File: src/rtl/instr_fetch_unit.sv
// Instruction fetch unit: holds the fetch PC, issues word-aligned reads to
// instruction memory, queues in-order responses and hands {instr, instr_pc}
// to decode. A redirect flushes the queue and discards responses that belong
// to requests issued before the redirect.
module instr_fetch_unit #(
    parameter logic [31:0] RESET_PC = 32'h0000_0000,
    parameter int          QDEPTH   = 2
) (
    input  logic        clk,
    input  logic        reset,
    output logic        imem_req_valid,
    input  logic        imem_req_ready,
    output logic [31:0] imem_req_addr,
    input  logic        imem_rsp_valid,
    input  logic [31:0] imem_rsp_data,
    output logic        instr_valid,
    input  logic        instr_ready,
    output logic [31:0] instr,
    output logic [31:0] instr_pc,
    input  logic        redirect_valid,
    input  logic [31:0] redirect_pc
);

    localparam int CW = $clog2(QDEPTH + 1);
    localparam int PW = (QDEPTH > 1) ? $clog2(QDEPTH) : 1;
    localparam logic [CW:0]   CREDIT = (CW + 1)'(QDEPTH);
    localparam logic [CW-1:0] FULL   = CW'(QDEPTH);

    logic [31:0]   fetch_pc_q, fetch_pc_d;
    logic [31:0]   rsp_pc_q, rsp_pc_d;
    logic [CW-1:0] occ_q, occ_d;
    logic [CW-1:0] outst_q, outst_d;
    logic [CW-1:0] drop_q, drop_d;
    logic [PW-1:0] head_q, head_d;
    logic [PW-1:0] tail_q, tail_d;
    logic [31:0]   q_instr_q [QDEPTH];
    logic [31:0]   q_pc_q    [QDEPTH];

    logic        req_fire;
    logic        rsp_keep;
    logic        pop;
    logic [31:0] target_pc;

    function automatic logic [PW-1:0] ptr_inc(input logic [PW-1:0] p);
        return (p == PW'(QDEPTH - 1)) ? '0 : p + PW'(1);
    endfunction

    // Credit-based request issue and decode-side presentation of the queue head
    always_comb begin
        imem_req_valid = !reset && !redirect_valid &&
                         (({1'b0, occ_q} + {1'b0, outst_q}) < CREDIT);
        imem_req_addr  = fetch_pc_q;
        instr_valid    = !reset && !redirect_valid && (occ_q != '0);
        instr          = q_instr_q[head_q];
        instr_pc       = q_pc_q[head_q];
        req_fire       = imem_req_valid && imem_req_ready;
        pop            = instr_valid && instr_ready;
        // A response arriving in a redirect cycle belongs to the old stream.
        rsp_keep       = imem_rsp_valid && (drop_q == '0) && !redirect_valid;
        target_pc      = redirect_pc & ~32'h3;
    end

    // Next-state for PCs, counters and queue pointers; redirect overrides
    always_comb begin
        fetch_pc_d = fetch_pc_q;
        rsp_pc_d   = rsp_pc_q;
        head_d     = head_q;
        tail_d     = tail_q;
        drop_d     = drop_q;
        outst_d    = outst_q + CW'(req_fire) - CW'(imem_rsp_valid);
        occ_d      = occ_q + CW'(rsp_keep) - CW'(pop);
        if (req_fire) begin
            fetch_pc_d = fetch_pc_q + 32'd4;
        end
        if (imem_rsp_valid && (drop_q != '0)) begin
            drop_d = drop_q - CW'(1);
        end
        if (rsp_keep) begin
            tail_d   = ptr_inc(tail_q);
            rsp_pc_d = rsp_pc_q + 32'd4;
        end
        if (pop) begin
            head_d = ptr_inc(head_q);
        end
        if (redirect_valid) begin
            fetch_pc_d = target_pc;
            rsp_pc_d   = target_pc;
            occ_d      = '0;
            head_d     = '0;
            tail_d     = '0;
            // Every request still in flight after this edge is stale.
            drop_d     = outst_d;
        end
    end

    // State registers with synchronous reset
    always_ff @(posedge clk) begin
        if (reset) begin
            fetch_pc_q <= RESET_PC;
            rsp_pc_q   <= RESET_PC;
            occ_q      <= '0;
            outst_q    <= '0;
            drop_q     <= '0;
            head_q     <= '0;
            tail_q     <= '0;
        end else begin
            fetch_pc_q <= fetch_pc_d;
            rsp_pc_q   <= rsp_pc_d;
            occ_q      <= occ_d;
            outst_q    <= outst_d;
            drop_q     <= drop_d;
            head_q     <= head_d;
            tail_q     <= tail_d;
        end
    end

    // Queue storage: write accepted response at the tail (no reset needed)
    always_ff @(posedge clk) begin
        if (rsp_keep) begin
            q_instr_q[tail_q] <= imem_rsp_data;
            q_pc_q[tail_q]    <= rsp_pc_q;
        end
    end

    // Memory must never answer without an outstanding request, and the
    // credit rule must keep room for every non-dropped response.
    a_rsp_has_req : assert property (@(posedge clk) disable iff (reset)
        imem_rsp_valid |-> (outst_q != '0));
    a_no_overflow : assert property (@(posedge clk) disable iff (reset)
        rsp_keep |-> (occ_q != FULL));

endmodule

File: config.mk
export PLATFORM = sky130hd
export DESIGN_NAME = instr_fetch_unit
export DESIGN_NICKNAME = d
export VERILOG_FILES = /design/src/rtl/instr_fetch_unit.sv
export SDC_FILE = /design/constraint.sdc
export NUM_CORES = 1
export LEC_CHECK = 0
export BUFFER_PORTS_ARGS = -buffer_cell sky130_fd_sc_hd__buf_2
export CAP_MARGIN = 20
export CORE_MARGIN = 4
export CORE_UTILIZATION = 50
export CTS_CLUSTER_DIAMETER = 200
export DETAILED_ROUTE_END_ITERATION = 7
export GPL_ROUTABILITY_DRIVEN = 1
export PLACE_DENSITY = 0.83
export SLEW_MARGIN = 20
export SYNTH_ARGS = -nofsm -noshare
export SYNTH_HDL_FRONTEND = slang
export SYNTH_SLANG_ARGS = --single-unit
File: constraint.sdc
create_clock -name clk -period 4.8 [get_ports clk]
set_clock_uncertainty 0.2 [all_clocks]
set_input_delay 0.96 -clock clk [delete_from_list [all_inputs] [get_ports clk]]
set_output_delay 0.96 -clock clk [all_outputs]
set_load 0.05 [all_outputs]
Word-level counts from Yosys, hierarchy flattened
Memory sizes are Yosys's and may differ from the RTL's. A register that Yosys moved wholly into a read port is not among the register bits. Index checks and enable logic that the tools add are counted. W data, S select, Z words.

Add/sub/neg operators: 10. Order comparisons: 1. Mux-type cells: 14. Reduce and logical (&&, ||, !) cells: 17.

Operator list (number): $mux W32 (4); $add A32 B3 Y32 const B (2); $reduce_bool A2 Y1 (5); $logic_and A1 B1 Y1 (8); $mux W1 (8); $add A2 B1 Y2 (2); $mux W2 (2); $sub A2 B1 Y2 (2); $add A2 B2 Y3 (1); $lt A3 B2 Y1 const B (1); $add A1 B1 Y1 const B (2); $logic_not A1 Y1 (2); $logic_not A2 Y1 (1); $reduce_or A2 Y1 (1); $sub A2 B1 Y2 const B (1).

Bits in registers: 72. RAM bits: 128. Bits of input ports: 70. Output and inout port bits: 98. Memories kept: 2.

Memories: q_instr_q (words 2, bits a word 32, read ports 1, clocked after Yosys merged registers in 1, wr ports 1, line 36) `logic [31:0] q_instr_q [QDEPTH];`; q_pc_q (words 2, bits a word 32, read ports 1, clocked after Yosys merged registers in 1, wr ports 1, line 37) `logic [31:0] q_pc_q [QDEPTH];`.

Depth between registers and ports, before layout
Depth in word-level cells: 7. Gate-level depth with buffers: 13. Mapped depth without buffers: 12.

Worst setup path after synthesis
No wires, ideal clock.

Kind: input to register. Start point: input port redirect_valid. End point: memory q_instr_q[0][0] (enable). Setup time: 482 ps. Arrival: 4499 ps. Data required time: 4118 ps. Path slack: -381 ps. Stages: 6. Cell sequence: clkbuf_1 > inv_2 > clkbuf_1 > clkbuf_1 > nand2_1 > nor2_1.

Cells in the longest elaborated chain, start to end: 4.

RTL lines: start: declaration (line 20) `input logic redirect_valid,`; $logic_not A1 Y1 (line 59) `rsp_keep = imem_rsp_valid && (drop_q == '0) && !redirect_valid;`; $logic_and A1 B1 Y1 (line 59); $mux W1 (line 119) `if (rsp_keep) begin`; $mux W1 (not written as such) (line 120) `q_instr_q[tail_q] <= imem_rsp_data;`; end: declaration (line 36).

No other way between the ends.

Worst setup path in the final report
Start point: input port redirect_valid. End point: output port imem_req_valid.

Cells in the longest elaborated chain, start to end: 3.

RTL lines: $logic_not A1 Y1 (line 50) `imem_req_valid = !reset && !redirect_valid &&`; $logic_and A1 B1 Y1 (2 in a row) (line 50); end: declaration (line 11) `output logic imem_req_valid,`.

No other way between the ends.

==> impl_metrics.py <==
metrics = {
    "outcome": {
        "status": "completed",
    },
    "floorplan": {
        "die_x_um": 138,
        "core_sq_um": 16600,
        "placementRows": 47,
        "boundaryPins": 168,
        "die_y_um": 138,
        "start_util_pct": 51.1,
        "dieArea_sq_um": 19200,
    },
    "worst_setup_path": {
        "crit_required_ns": 3.64,
        "crit_path_max_fanout": 42,
        "r2r-start": "outst_q[0]",
        "crit_top_cell": "buf_2",
        "cp_cell_sequence": "buf_2 -> or2_2 -> nor3_1 -> buf_2",
        "crit_path_top_delay_cell": "or2_2",
        "cp-start-kind": "input pin",
        "critPathTopFamily": "simple AND/OR/NAND/NOR gates",
        "path_class": "input pin to output port",
        "cpPeakStageDelay_ns": 0.56,
        "cp-end-kind": "output port",
        "cp.arrival_ns": 2.35,
        "startpoint": "redirect_valid",
        "critical_path_buf_inv_count": 2,
    },
    "clock_network": {
        "cts_buffers": 17,
        "clk_pin_slew_ns": 0.07,
        "hold_buffers": 0,
        "cts_buffer_depth": 2,
        "root_buffer": "clkbuf_16",
        "clock_sinks": 193,
        "post_cts_buffers": 0,
        "cts_resized": 0,
        "clock_latency_ns": 0.43,
        "cts_tree": "done",
        "h-tree-depth": 4,
    },
    "detailed_routing": {
        "drc": 0,
        "viasPerCell": 5.85,
        "num_vias": 6292,
        "firstDrtPassIters": 5,
        "ant_nets": 0,
        "dr.first_iter.drc_count": 475,
        "drt-total-wl_um": 19500,
        "routedWlPerCell_um": 18.1,
    },
    "yosys": {
        "synthFlopType": "edfxtp_1",
        "ys_ff_latch": 193,
        "ys_top_cells_by_area": "edfxtp_1 44%, dfxtp_1 16%, mux2_2 8.3%",
        "yosysUniqueCellTypes": 65,
        "yosys.area.top_type_share_pct": 43.8,
        "syn_area_per_cell_sq_um": 12.3,
        "synth_top_cell_by_area": "edfxtp_1",
        "netlist_instances": 693,
        "synth_common_cells": "124 x edfxtp_1, 69 x dfxtp_1, 63 x mux2_2",
        "ys_async_sr_fraction_pct": 0,
        "yosysSeqAreaShare_pct": 60.0,
        "synthMostInstantiatedCell": "edfxtp_1",
        "synth_edf_count": 124,
        "synth_warnings": 0,
        "syn_area_sq_um": 8510,
    },
    "timing": {
        "rsz0062_at_grt": "no",
        "finalCriticalPeriod_ns": 3.51,
        "fin_crit_sh_pct": 73.2,
        "finalHoldViolCount": 0,
        "tightest_slew_ns": 1.14,
        "final.setup.tns_ns": 0,
        "setup_viol_count_final": 0,
        "holdWs_ns": 0.328,
        "final_max_slew_viol_count": 0,
        "worst_slack_ns": 1.29,
        "relSlewSlack_pct": 23.5,
        "max_freq_mhz": 285,
    },
    "placed_design": {
        "gp_congestion": 0.893,
        "numPortBuffers": 161,
        "dp_hpwl_um": 13500,
        "dp_worst_setup_slack_ns": 1.20,
    },
    "layout": {
        "nFillCells": 1357,
        "drive_above_1_share_pct": 32.8,
        "area_growth_pct": 18.8,
        "diodes": 0,
        "nNetsFinal": 921,
        "fin_util_pct": 60.7,
    },
    "flow_run": {
        "max-cap-violations": 0,
    },
    "pwr": {
        "vdd_ir_drop_max_v": 0.000257,
        "p_leak_nw": 3.68,
        "p_per_area_nw_per_um2": 384,
    },
    "hold_path": {
        "hp-class": "flip-flop to flip-flop",
        "min-delay-start": "rsp_pc_q[29]",
    },
    "global_routing": {
        "antenna_found_initial": 0,
        "grt_max_degree": 65,
        "track_usage_pct": 20.3,
        "grt_overflow_total": 0,
        "grt_pass1_wl_um": 31600,
        "grt_pass1_vias": 6173,
    },
}
==> area by class of cell <==
cell class                 count  area, sq um  area share, %
clock inverter                13          151           1.50
multi-input combinational    435         3150           31.1
clock buffer                  19          443           4.38
tap                          220          275           2.72
timing repair buffer         171          893           8.84
inverter                      25         93.8          0.928
sequential                   193         5110           50.5
==> power by group <==
part	total, mW	switching [mW]	leakage (nW)	internal, mW
Sequential	1.94	0.0770	1.71	1.86
Combinational	0.531	0.373	1.69	0.157
Clock	1.41	0.615	0.278	0.792
Total	3.88	1.07	3.68	2.81
==> worst paths after layout <==
check             slack [ns]             end  depth (start not counted)
hold reg to reg         0.33   q_pc_q[0][29]                          0
setup reg to reg        1.52       drop_q[1]                         12
setup / recovery        1.29  imem_req_valid                          4
hold / removal          0.33   q_pc_q[0][29]                          0
==> cell families (layout without fill, tap and decap cells) <==
family	Yosys count	count (layout)	share of synthesized area, %
AO/OA/AOI/OAI	120	120	10.1
XOR/XNOR	22	22	2.27
adder cells (fa/ha/maj)	8	8	1.27
buffers and inverters	68	228	3.24
flip-flops	193	193	60.0
multiplexers	64	64	8.46
other	1	4	0.0441
AND/OR/NAND/NOR	217	217	14.6
==> through the flow <==
stage                     cells  power (mW)  area [sq um]
after detailed placement   1044        2.50          9510
after global routing       1076        4.04         10100
after CTS                  1076        3.91         10100
after global placement     1044        2.49          9510
final                      1076        3.88         10100
after floorplan             696        2.35          8520
==> sequential cells by signal, indices dropped and copies added, names as in the netlist, named ones only <==
signal / cells
tail_q: 1
imem_req_addr: 30
occ_q: 2
q_pc_q: 60
q_instr_q: 64
head_q: 1
outst_q: 2
drop_q: 2
rsp_pc_q: 30
==> per-layer routing <==
| metal | up-vias | track usage (%) | share of wire [%] |
|---|---|---|---|
| li1 | 2970 | - | - |
| met4 | 0 | 8.11 | 2.3 |
| met2 | 283 | 31.5 | 46 |
| met3 | 36 | 4.80 | 7.6 |
| met5 | - | 0 | 0 |
| met1 | 3003 | 27.7 | 44 |
==> layout by cell type (no fill, tap or decap), drive strengths merged, types with 3 or more instances in the layout <==
| cell type | count |
|---|---|
| nor4b | 5 |
| a21oi | 15 |
| and3 | 13 |
| o21a | 3 |
| clkbuf | 19 |
| ha | 7 |
| or2 | 4 |
| mux2 | 63 |
| o21ai | 11 |
| o31a | 5 |
| nor3 | 19 |
| o31ai | 9 |
| a311oi | 8 |
| o211ai | 5 |
| inv | 30 |
| nor2b | 3 |
| o311a | 3 |
| nand3 | 23 |
| buf | 171 |
| a211oi | 14 |
| conb | 4 |
| a21boi | 7 |
| nand4 | 29 |
| and2 | 7 |
| dfxtp | 69 |
| a31oi | 17 |
| nor4 | 12 |
| o21bai | 11 |
| or3 | 12 |
| clkinvlp | 4 |
| and4 | 10 |
| edfxtp | 124 |
| xor2 | 6 |
| or4 | 12 |
| nor2 | 27 |
| nand2 | 34 |
| xnor2 | 16 |
Power figures use the tool's default switching activity.
